$ cat config.mk
export PLATFORM = sky130hd
export DESIGN_NAME = serial_subtractor
export DESIGN_NICKNAME = d
export VERILOG_FILES = /design/src/rtl/serial_sub_pkg.sv /design/src/rtl/full_subtractor.sv /design/src/rtl/serial_subtractor.sv
export SDC_FILE = /design/constraint.sdc
export NUM_CORES = 1
export LEC_CHECK = 0
export ABC_AREA = 1
export CAP_MARGIN = 20
export CORE_AREA = 10 10 58 60
export CTS_CLUSTER_DIAMETER = 100
export CTS_CLUSTER_SIZE = 14
export DETAILED_ROUTE_END_ITERATION = 10
export DIE_AREA = 0 0 68 70
export PLACE_DENSITY = 0.7
export RECOVER_POWER = 50
export SLEW_MARGIN = 25
export SYNTH_ARGS = -nofsm -noshare
export SYNTH_HDL_FRONTEND = slang
export SYNTH_SLANG_ARGS = --single-unit
export TNS_END_PERCENT = 1
$ cat constraint.sdc
create_clock -name clk -period 1.5 [get_ports clk]
set_clock_uncertainty 0.2 [all_clocks]
set_input_delay 0.375 -clock clk [delete_from_list [all_inputs] [get_ports clk]]
set_output_delay 0.375 -clock clk [all_outputs]
set_load 0.03 [all_outputs]
$ cat src/rtl/serial_sub_pkg.sv
// Shared types and defaults for the bit-serial subtractor.
//   sub_state_t        : control FSM states
//   SUB_DEFAULT_WIDTH  : default operand/result width
package serial_sub_pkg;

  typedef enum logic [1:0] {
    IDLE  = 2'd0,
    SHIFT = 2'd1,
    DONE  = 2'd2
  } sub_state_t;

  localparam int unsigned SUB_DEFAULT_WIDTH = 4;

endpackage : serial_sub_pkg

$ cat src/rtl/full_subtractor.sv
// One-bit full subtractor cell: x - y - bin.
//   x, y  : operand bits
//   bin   : borrow in
//   diff  : difference bit
//   bout  : borrow out
module full_subtractor (
  output logic diff,
  output logic bout,
  input  logic x,
  input  logic y,
  input  logic bin
);

  assign diff = x ^ y ^ bin;
  assign bout = (~x & y) | (~(x ^ y) & bin);

endmodule : full_subtractor

$ cat src/rtl/serial_subtractor.sv
// Bit-serial WIDTH-bit subtractor, D = A - B computed LSB-first, one bit per clock.
// Ports:
//   clk, rst_n          : clock, asynchronous active-low reset
//   in_valid / in_ready : operand handshake (in_ready high only in IDLE)
//   a, b                : minuend, subtrahend
//   out_valid/out_ready : result handshake, result held until accepted
//   d, borrow           : difference mod 2^WIDTH, final borrow (a < b unsigned)
//   ovf                 : signed overflow, only when SERIAL_SUB_OVF_EN is defined
module serial_subtractor
  import serial_sub_pkg::*;
#(
  parameter int unsigned WIDTH = SUB_DEFAULT_WIDTH
) (
  input  logic             clk,
  input  logic             rst_n,
  input  logic             in_valid,
  output logic             in_ready,
  input  logic [WIDTH-1:0] a,
  input  logic [WIDTH-1:0] b,
  output logic             out_valid,
  input  logic             out_ready,
  output logic [WIDTH-1:0] d,
  output logic             borrow
`ifdef SERIAL_SUB_OVF_EN
  ,
  output logic             ovf
`endif
);

  localparam int unsigned CNT_W = (WIDTH > 1) ? $clog2(WIDTH) : 1;
  localparam logic [CNT_W-1:0] CNT_LAST = CNT_W'(WIDTH - 1);

  sub_state_t       state, state_nxt;
  logic [WIDTH-1:0] a_sr, b_sr, d_sr, d_sr_nxt;
  logic [CNT_W-1:0] cnt;
  logic             borrow_q;
  logic             diff, bout;
  logic             load, shift_en, last;

  // Single shared bit cell
  full_subtractor u_fs (
    .diff (diff),
    .bout (bout),
    .x    (a_sr[0]),
    .y    (b_sr[0]),
    .bin  (borrow_q)
  );

  assign in_ready = (state == IDLE);

  // New difference bit enters at the MSB end; after WIDTH shifts bit 0 sits at the LSB
  assign d_sr_nxt = (d_sr >> 1) | (WIDTH'(diff) << (WIDTH - 1));

  // State register
  always_ff @(posedge clk or negedge rst_n) begin
    if (!rst_n) state <= IDLE;
    else        state <= state_nxt;
  end

  // Next-state and datapath control
  always_comb begin
    state_nxt = state;
    load      = 1'b0;
    shift_en  = 1'b0;
    last      = 1'b0;
    case (state)
      IDLE: begin
        if (in_valid) begin
          load      = 1'b1;
          state_nxt = SHIFT;
        end
      end
      SHIFT: begin
        shift_en = 1'b1;
        if (cnt == CNT_LAST) begin
          last      = 1'b1;
          state_nxt = DONE;
        end
      end
      DONE: begin
        if (out_ready) state_nxt = IDLE;
      end
      default: state_nxt = IDLE;
    endcase
  end

  // Operand/result shift registers, bit counter and running borrow
  always_ff @(posedge clk or negedge rst_n) begin
    if (!rst_n) begin
      a_sr     <= '0;
      b_sr     <= '0;
      d_sr     <= '0;
      cnt      <= '0;
      borrow_q <= 1'b0;
    end else if (load) begin
      a_sr     <= a;
      b_sr     <= b;
      cnt      <= '0;
      borrow_q <= 1'b0;
    end else if (shift_en) begin
      d_sr     <= d_sr_nxt;
      a_sr     <= a_sr >> 1;
      b_sr     <= b_sr >> 1;
      borrow_q <= bout;
      // Counter parks at the last bit instead of wrapping
      if (!last) cnt <= cnt + CNT_W'(1);
    end
  end

  // Result registers update only on entry to DONE
  always_ff @(posedge clk or negedge rst_n) begin
    if (!rst_n) begin
      out_valid <= 1'b0;
      d         <= '0;
      borrow    <= 1'b0;
    end else if (last) begin
      out_valid <= 1'b1;
      d         <= d_sr_nxt;
      borrow    <= bout;
    end else if ((state == DONE) && out_ready) begin
      out_valid <= 1'b0;
    end
  end

`ifdef SERIAL_SUB_OVF_EN
  logic a_msb, b_msb;

  // Operand sign bits are shifted away, so keep them for the overflow test
  always_ff @(posedge clk or negedge rst_n) begin
    if (!rst_n) begin
      a_msb <= 1'b0;
      b_msb <= 1'b0;
      ovf   <= 1'b0;
    end else begin
      if (load) begin
        a_msb <= a[WIDTH-1];
        b_msb <= b[WIDTH-1];
      end
      // The last cell's diff is the result MSB
      if (last) ovf <= (a_msb != b_msb) && (diff != a_msb);
    end
  end
`endif

endmodule : serial_subtractor

# Word level (Yosys, flattened, before mapping)
# Cells that the tools add are included.
# op_classes
add_sub_neg,1
n_mul,0
n_div,0
magnitude_cmp,0
n_eq_ne,7
shift,0
n_mux,20
bitwise_logic,9
reduce_logical,7
# op_table
operator,n
2-to-1 mux 4 bit,4
2-to-1 mux 2 bit,6
2-to-1 mux 1 bit,9
"inequality test 2 bit, second input constant",4
one-hot mux 2 bit (3 select lines),1
"equality test 2 bit, second input constant",2
OR 3 x 4 -> 4 bit,1
AND reduction 2 bit,2
nonzero test 2 bit,2
NOT 1 bit,3
AND reduction 3 bit,1
"adder 2 x 1 -> 2 bit, second input constant",1
AND 1 bit,2
"equality test 2 x 1 -> 1 bit, second input constant",1
zero test 2 bit,1
XOR 1 bit,2
logical AND 1 bit,1
OR 1 bit,1
# word_totals
ff_bits,23
latch_bits,0
ramBits,0
romBits,0
inputBits,12
out_inout_bits,7
elab_cells,53
memories,0

# Longest topological paths before layout
# Gate-level depths: netlist of the first run.
# depth
depth_word,6
ltp_mapped,7
depth_no_buf,5

# Hierarchy
# Synthesis of the first run repeated with hierarchy kept, for this count alone.
# hier_totals
cells_unflattened,109
area_unflattened_um2,960.9
# modules_own_cells
module,n_inst,cells_each,area_per_inst_um2,seq_area_each_um2
serial_subtractor,1,105,929.6,550.5
full_subtractor,1,4,31.3,0.0

# Worst setup path before layout of the first run
# Ideal clock, no wire load.
# synth_path
path_kind,register -> register
start,reg state[0]
end,reg cnt[0]
setup_ns,0.118
t_arrival_ns,1.087
t_required_ns,1.182
path_slack_ns,0.095
path_stages_with_launch,6
path_buffers,1
synth_period_minus_slack_ns,1.405
cell_sequence,dfrtp_1 buf_4 nor2_4 nand2_1 nand3_1 nand2_1
# synth_via
elab_chain_len,4
word_cells_on_any_way,9
classes_between,2 x eq/ne; 4 x mux; 3 x reduce/logical
# synth_rtl
element,line_no,rtl
start: declaration,serial_subtractor.sv:33,"sub_state_t state, state_nxt;"
start signal: assignment,serial_subtractor.sv:57,else state <= state_nxt;
zero test 2 bit *,-,
named net in_ready,serial_subtractor.sv:17,"output logic in_ready,"
2-to-1 mux 1 bit *,serial_subtractor.sv:66,case (state)
inequality test 2 bit (no line) / nonzero test 2 bit (equally long branches),-,
AND reduction 2 bit (no line),-,
end signal: assignment,serial_subtractor.sv:106,if (!last) cnt <= cnt + CNT_W'(1);
end: declaration,serial_subtractor.sv:35,logic [CNT_W-1:0] cnt;
# Mark *: on every way through the listed nets, which the timed path passes. The rest lies on a longest branch.
# A chain may end at the register's enable or synchronous reset.

# Worst setup path after layout of the first run
# layout_path
start,reg state[1]
end,out in_ready
# layout_via
elab_chain_len,1
# layout_rtl
element,line_no,rtl
zero test 2 bit,serial_subtractor.sv:49,assign in_ready = (state == IDLE);
end: declaration,serial_subtractor.sv:17,
# No other way between the ends.

==> results.ini, run 1 <==
[outcome]
status=complete, but fails checks
violations=setup timing

[clock_network]
htree_levels=1
cts_tree=built
root_buffer=clkbuf_4
clkTransAtPathRegs_ns=0.13
cts_buffers=3
clk_latency_ns=0.30
clock-sinks=22
clockBufferDepth=2
postCtsHoldBufs=0

[yosys]
ys.warnings.count=0
synth_fp_nets=117
synth_area_leaders=dfrtp_1, nand2_1, nand3_1
avgSynthCellArea_um2=9.43
async_flop_share_pct=100
synth_edf_count=0
synth_mux_area_share_pct=0
synthDistinctLibCells=17
synth-seq-cells=22
netlist_area_um2=971
synth_compound_area_share_pct=7.35
synthSimpleGateAreaFrac_pct=27.1
synth_ff_type=dfrtp_1
synth_xor_area_share_pct=0
yosys.cell_count.top_type=nand2_1
synth_top_family_by_area=simple AND/OR/NAND/NOR gates
synth_top_cell_by_area=dfrtp_1
ys_seq_area_share_pct=56.7
synthTopCellsByCount=nand2_1, dfrtp_1, nand3_1
syn_inst=103
synth_top_area_share_pct=56.7
synthAdderAreaFrac_pct=3.35

[cells_and_area]
num-nets-final=146
syn2layout_area_growth_pct=31.7
num_antenna_cells=0
drive_gt1_share_pct=25.2
finalNonFillerCells=161

[sta]
hold_viol_final=0
slew-limit-headroom_pct=63.8
period_share_pct=106
layout_setup_ws_ns=-0.0921
rsz0062_at_grt=true
finalSetupViolCount=1
fin_crit_ns=1.59
max_freq_mhz=628
maxSlewViolCount=0
setup_tns_ns=-0.0921
worst_pin_slew_ns=0.543

[floorplanning]
rows=18
die_h_um=70
die_w_um=68
start_util_pct=41.5
dieArea_um2=4760
core-area_um2=2340
io_pins=19

[detailed_routing]
num_vias=780
antenna_left=0
drt-initial-drc-count=62
finalWirelength_mm=1.98
vias_per_cell=4.84
wl_per_cell_um=12.3
drcViolationCount=0
drt_pass1_iterations=4

[global_route]
antenna_found_initial=0
grt_pass1_wl_mm=3.41
grt_max_degree=23
grt_pass1_vias=793
overflow=0
grtUsageTotal_pct=8.70

[power_and_ir_drop]
p_leak_nw=0.630
p_per_area_nw_per_um2=2170
vdd_drop_max_mv=1.37
finalPower_mw=2.78

[setup_path]
slowest_stage=dfrtp_2
end_kind=output pin
critPathKind=flip-flop to output pin
ff2ff_setup_slack_ns=0.03
cp_max_fo=2
cp_cell_sequence=nor2_4, buf_6
cp.arrival_ns=1.02
critPathMaxStageDelay_ns=0.45
crit_required_ns=0.92
cp-start-kind=flip-flop

[place]
dpl.hpwl_mm=1.50
gp_congestion=0.763
io_buffers=18
dp_cells=154

[flow_run]
cap_violations=0

[min_path]
min_path_type=flip-flop to flip-flop

worst max-delay path, delay by kind of cell, from the launching register on:
| kind | cells | cell delay, ns |
|---|---|---|
| buffers and inverters | 1 | 0.14 |
| DFF | 1 | 0.45 |
| and+or+nand+nor | 1 | 0.13 |
logic make-up after synthesis:
logic type,count (synthesis)
adders and majority gates,2
AOI/OAI and AO/OA,10
and+or+nand+nor,58
buffers and inverters,11
DFF,22
timing repair:
item | 4_1_cts | 5_1_grt
gates resized for setup | 3 | 4
cloned | 0 | 0
pin swaps | 0 | 1
setup buffers | 2 | 1
setup endpoints to repair | 1 | 6
power breakdown:
part | total [mW] | switching, mW | leakage [nW] | internal, mW
combinational | 1.33 | 0.781 | 0.325 | 0.545
sequential | 1.00 | 0.153 | 0.277 | 0.849
clock | 0.450 | 0.180 | 0.0279 | 0.270
total | 2.78 | 1.11 | 0.630 | 1.66
worst paths after layout:
kind | cells after the start | from | to
worst min-delay path | 2 | a_sr[3]$_DFFE_PN0P_ | a_sr[3]$_DFFE_PN0P_
worst max-delay path | 2 | state[1]$_DFFE_PN0P_ | in_ready
worst min register to register | 2 | a_sr[3]$_DFFE_PN0P_ | a_sr[3]$_DFFE_PN0P_
min in group asynchronous | 2 | rst_n | borrow$_DFFE_PN0P_
max in group asynchronous | 2 | rst_n | state[1]$_DFFE_PN0P_
worst max register to register | 6 | state[1]$_DFFE_PN0P_ | cnt[0]$_DFFE_PN0P_
state kept, by name, summed over array words and instances, names as in the netlist:
register	count
d	4
cnt	2
state	2
d_sr	3
borrow	1
a_sr	4
out_valid	1
borrow_q	1
b_sr	4
metal layers:
metal,global-route usage (%),part of all wire [%]
met1,11.5,47
met2,13.1,45
met3,2.55,7.3
met4,2.68,0.35
met5,0,0
layout make-up:
type	instances	area, um2
Clock inverter	1	30.0
Fill cell	236	1060
Tap cell	30	37.5
Timing Repair Buffer	27	236
Multi-Input combinational cell	70	369
Clock buffer	3	22.5
Inverter	8	30.0
Sequential cell	22	553
placed cells by master, fill, tap and decap left out, drive strengths merged:
| cell type | instances |
|---|---|
| buf | 14 |
| inv | 8 |
| bufinv | 1 |
| clkbuf | 5 |
| fa | 1 |
| ha | 1 |
| nand2 | 35 |
| nor2 | 3 |
| o21ai | 9 |
| clkdlybuf4s50 | 10 |
| dlygate4sd3 | 1 |
| dfrtp | 22 |
| nand3b | 1 |
| nand3 | 19 |
| o31ai | 1 |
per-stage QoR:
stage,worst slack [ns],instance area (um2),utilization [%],hold WS [ns]
global route,-0.127,1280,54.6,0.327
CTS,-0.101,1280,54.6,0.197
global placement,-0.0432,1200,51.4,0.256
finish,-0.0921,1280,54.6,0.293
floorplan,0.0950,971,-,-0.121
detailed placement,-0.0836,1200,51.4,0.264
Power figures use the tool's default switching activity.
==> run 2: changes to the inputs <==
--- a/config.mk
+++ b/config.mk
@@ -12,8 +12,9 @@
 export CTS_CLUSTER_SIZE = 14
 export DETAILED_ROUTE_END_ITERATION = 10
 export DIE_AREA = 0 0 68 70
-export PLACE_DENSITY = 0.7
+export PLACE_DENSITY = 0.68
 export RECOVER_POWER = 50
+export SETUP_SLACK_MARGIN = 0.5
 export SLEW_MARGIN = 25
 export SYNTH_ARGS = -nofsm -noshare
 export SYNTH_HDL_FRONTEND = slang
==> run 2 against run 1 <==
  * The run still ends with setup timing left
  * Core utilization rose by 1.3 points
  * Register-to-register slack is essentially flat
  * Flip-flop and latch count did not move
  * Worst hold slack lost 0.011 ns
  * Clock power is 39% lower
  * Final area increased by 2.4%
  * Critical endpoint unchanged
==> results.ini, run 2 (synthesized netlist as in run 1, its figures left out) <==
[sta]
max_freq_mhz=628
period_share_pct=106
setup_tns_ns=-0.0912
worst_pin_slew_ns=0.552
rsz0062_at_grt=true
layout_setup_ws_ns=-0.0912
hold_viol_final=0
slew-limit-headroom_pct=63.2
finalSetupViolCount=1
maxSlewViolCount=0
fin_crit_ns=1.59

[global_route]
grt_pass1_vias=821
antenna_found_initial=0
overflow=0
grtUsageTotal_pct=9.60
grt_max_degree=23
grt_pass1_wl_mm=3.65

[clock_network]
clkTransAtPathRegs_ns=0.12
clockBufferDepth=2
clock-sinks=22
htree_levels=1
root_buffer=clkbuf_4
cts_buffers=3
cts_tree=built
clk_latency_ns=0.30
postCtsHoldBufs=0

[detailed_routing]
antenna_left=0
drt_pass1_iterations=4
finalWirelength_mm=2.05
drcViolationCount=0
vias_per_cell=4.94
drt-initial-drc-count=39
num_vias=786
wl_per_cell_um=12.9

[cells_and_area]
num-nets-final=144
syn2layout_area_growth_pct=34.9
drive_gt1_share_pct=30.2
num_antenna_cells=0
finalNonFillerCells=159
final_cell_mix=nand2_1, dfrtp_1, nand3_1
final_common_cell=nand2_1
reg_top3=a_sr: 4 flops, b_sr: 4 flops, d: 4 flops

[floorplanning]
rows=18
dieArea_um2=4760
io_pins=19
die_h_um=70
start_util_pct=41.5
core-area_um2=2340
die_w_um=68

[outcome]
status=complete, but fails checks
violations=setup timing

[setup_path]
cp.arrival_ns=1.02
worstSetupStartpoint=state[0]$_DFFE_PN0P_
end_kind=output pin
critPathKind=flip-flop to output pin
r2r-start=state[1]$_DFFE_PN0P_
cp-start-kind=flip-flop
cp_max_fo=2
crit_required_ns=0.92

[power_and_ir_drop]
finalPower_mw=2.79
vdd_drop_max_mv=1.38
p_leak_nw=0.627
p_per_area_nw_per_um2=2130

[place]
gp_congestion=0.728
dpl.hpwl_mm=1.49
io_buffers=18
dp_cells=152

[min_path]
min_path_type=flip-flop to flip-flop
hp-start=a_sr[3]$_DFFE_PN0P_

[flow_run]
cap_violations=0

## run 2: final timing paths
path                                         end  slack [ns]  depth (start not counted)
hold reg to reg              a_sr[3]$_DFFE_PN0P_        0.28                          2
setup / recovery                        in_ready       -0.09                          2
hold / removal               a_sr[3]$_DFFE_PN0P_        0.28                          2
setup reg to reg              cnt[0]$_DFFE_PN0P_        0.03                          6
max in group asynchronous   state[1]$_DFFE_PN0P_        0.33                          2
min in group asynchronous  out_valid$_DFFE_PN0P_        0.38                          2
## run 2: critical path, stage by stage, from the launching register on
cell	delay (ns)
dfrtp_2	0.45
nor2_4	0.13
buf_6	0.14
## run 2: timing repair
item                                    in CTS  in global routing
resized for setup                           29                  2
gates cloned                                 0                  0
endpoints found under the setup margin      29                 29
pin swaps                                    8                  3
setup buffers                                3                  0
## run 2: where the power goes
part / leakage (nW) / internal (mW) / total, mW / switching, mW
logic: 0.335 / 0.630 / 1.48 / 0.854
clock network: 0.0150 / 0.103 / 0.276 / 0.172
registers: 0.277 / 0.850 / 1.03 / 0.182
total: 0.627 / 1.58 / 2.79 / 1.21
## run 2: layout make-up
class                      count  area [um2]
inverter                       8        37.5
clock buffer                   4        26.3
timing repair buffer          25         238
sequential                    22         553
fill                         217        1030
tap                           30        37.5
multi-input combinational     70         418
## run 2: routing by layer
layer  vias to the layer above  track usage, %  wire, um
met1                       367            12.1       907
met2                        27            14.0       934
met3                         2            3.67       199
met5                         -               0         0
met4                         0            4.25        12
li1                        390               -         -
## run 2: metrics by stage
| stage | area, um2 | util (%) | hold WS, ns | setup WS (ns) |
|---|---|---|---|---|
| after floorplan | 978 | - | -0.121 | 0.172 |
| after global placement | 1190 | 51.0 | 0.256 | -0.0876 |
| after detailed placement | 1190 | 51.0 | 0.258 | -0.145 |
| after CTS | 1340 | 57.2 | 0.211 | -0.108 |
| after global routing | 1310 | 55.9 | 0.335 | -0.168 |
| final | 1310 | 55.9 | 0.283 | -0.0912 |
==> run 3: changes to the inputs <==
--- a/config.mk
+++ b/config.mk
@@ -6,6 +6,7 @@
 export NUM_CORES = 1
 export LEC_CHECK = 0
 export ABC_AREA = 1
+export ABC_CLOCK_PERIOD_IN_PS = 1500
 export CAP_MARGIN = 20
 export CORE_AREA = 10 10 58 60
 export CTS_CLUSTER_DIAMETER = 100
==> results of run 3 <==
Same layout as run 2: the final DEF is identical, and so are final timing and power.
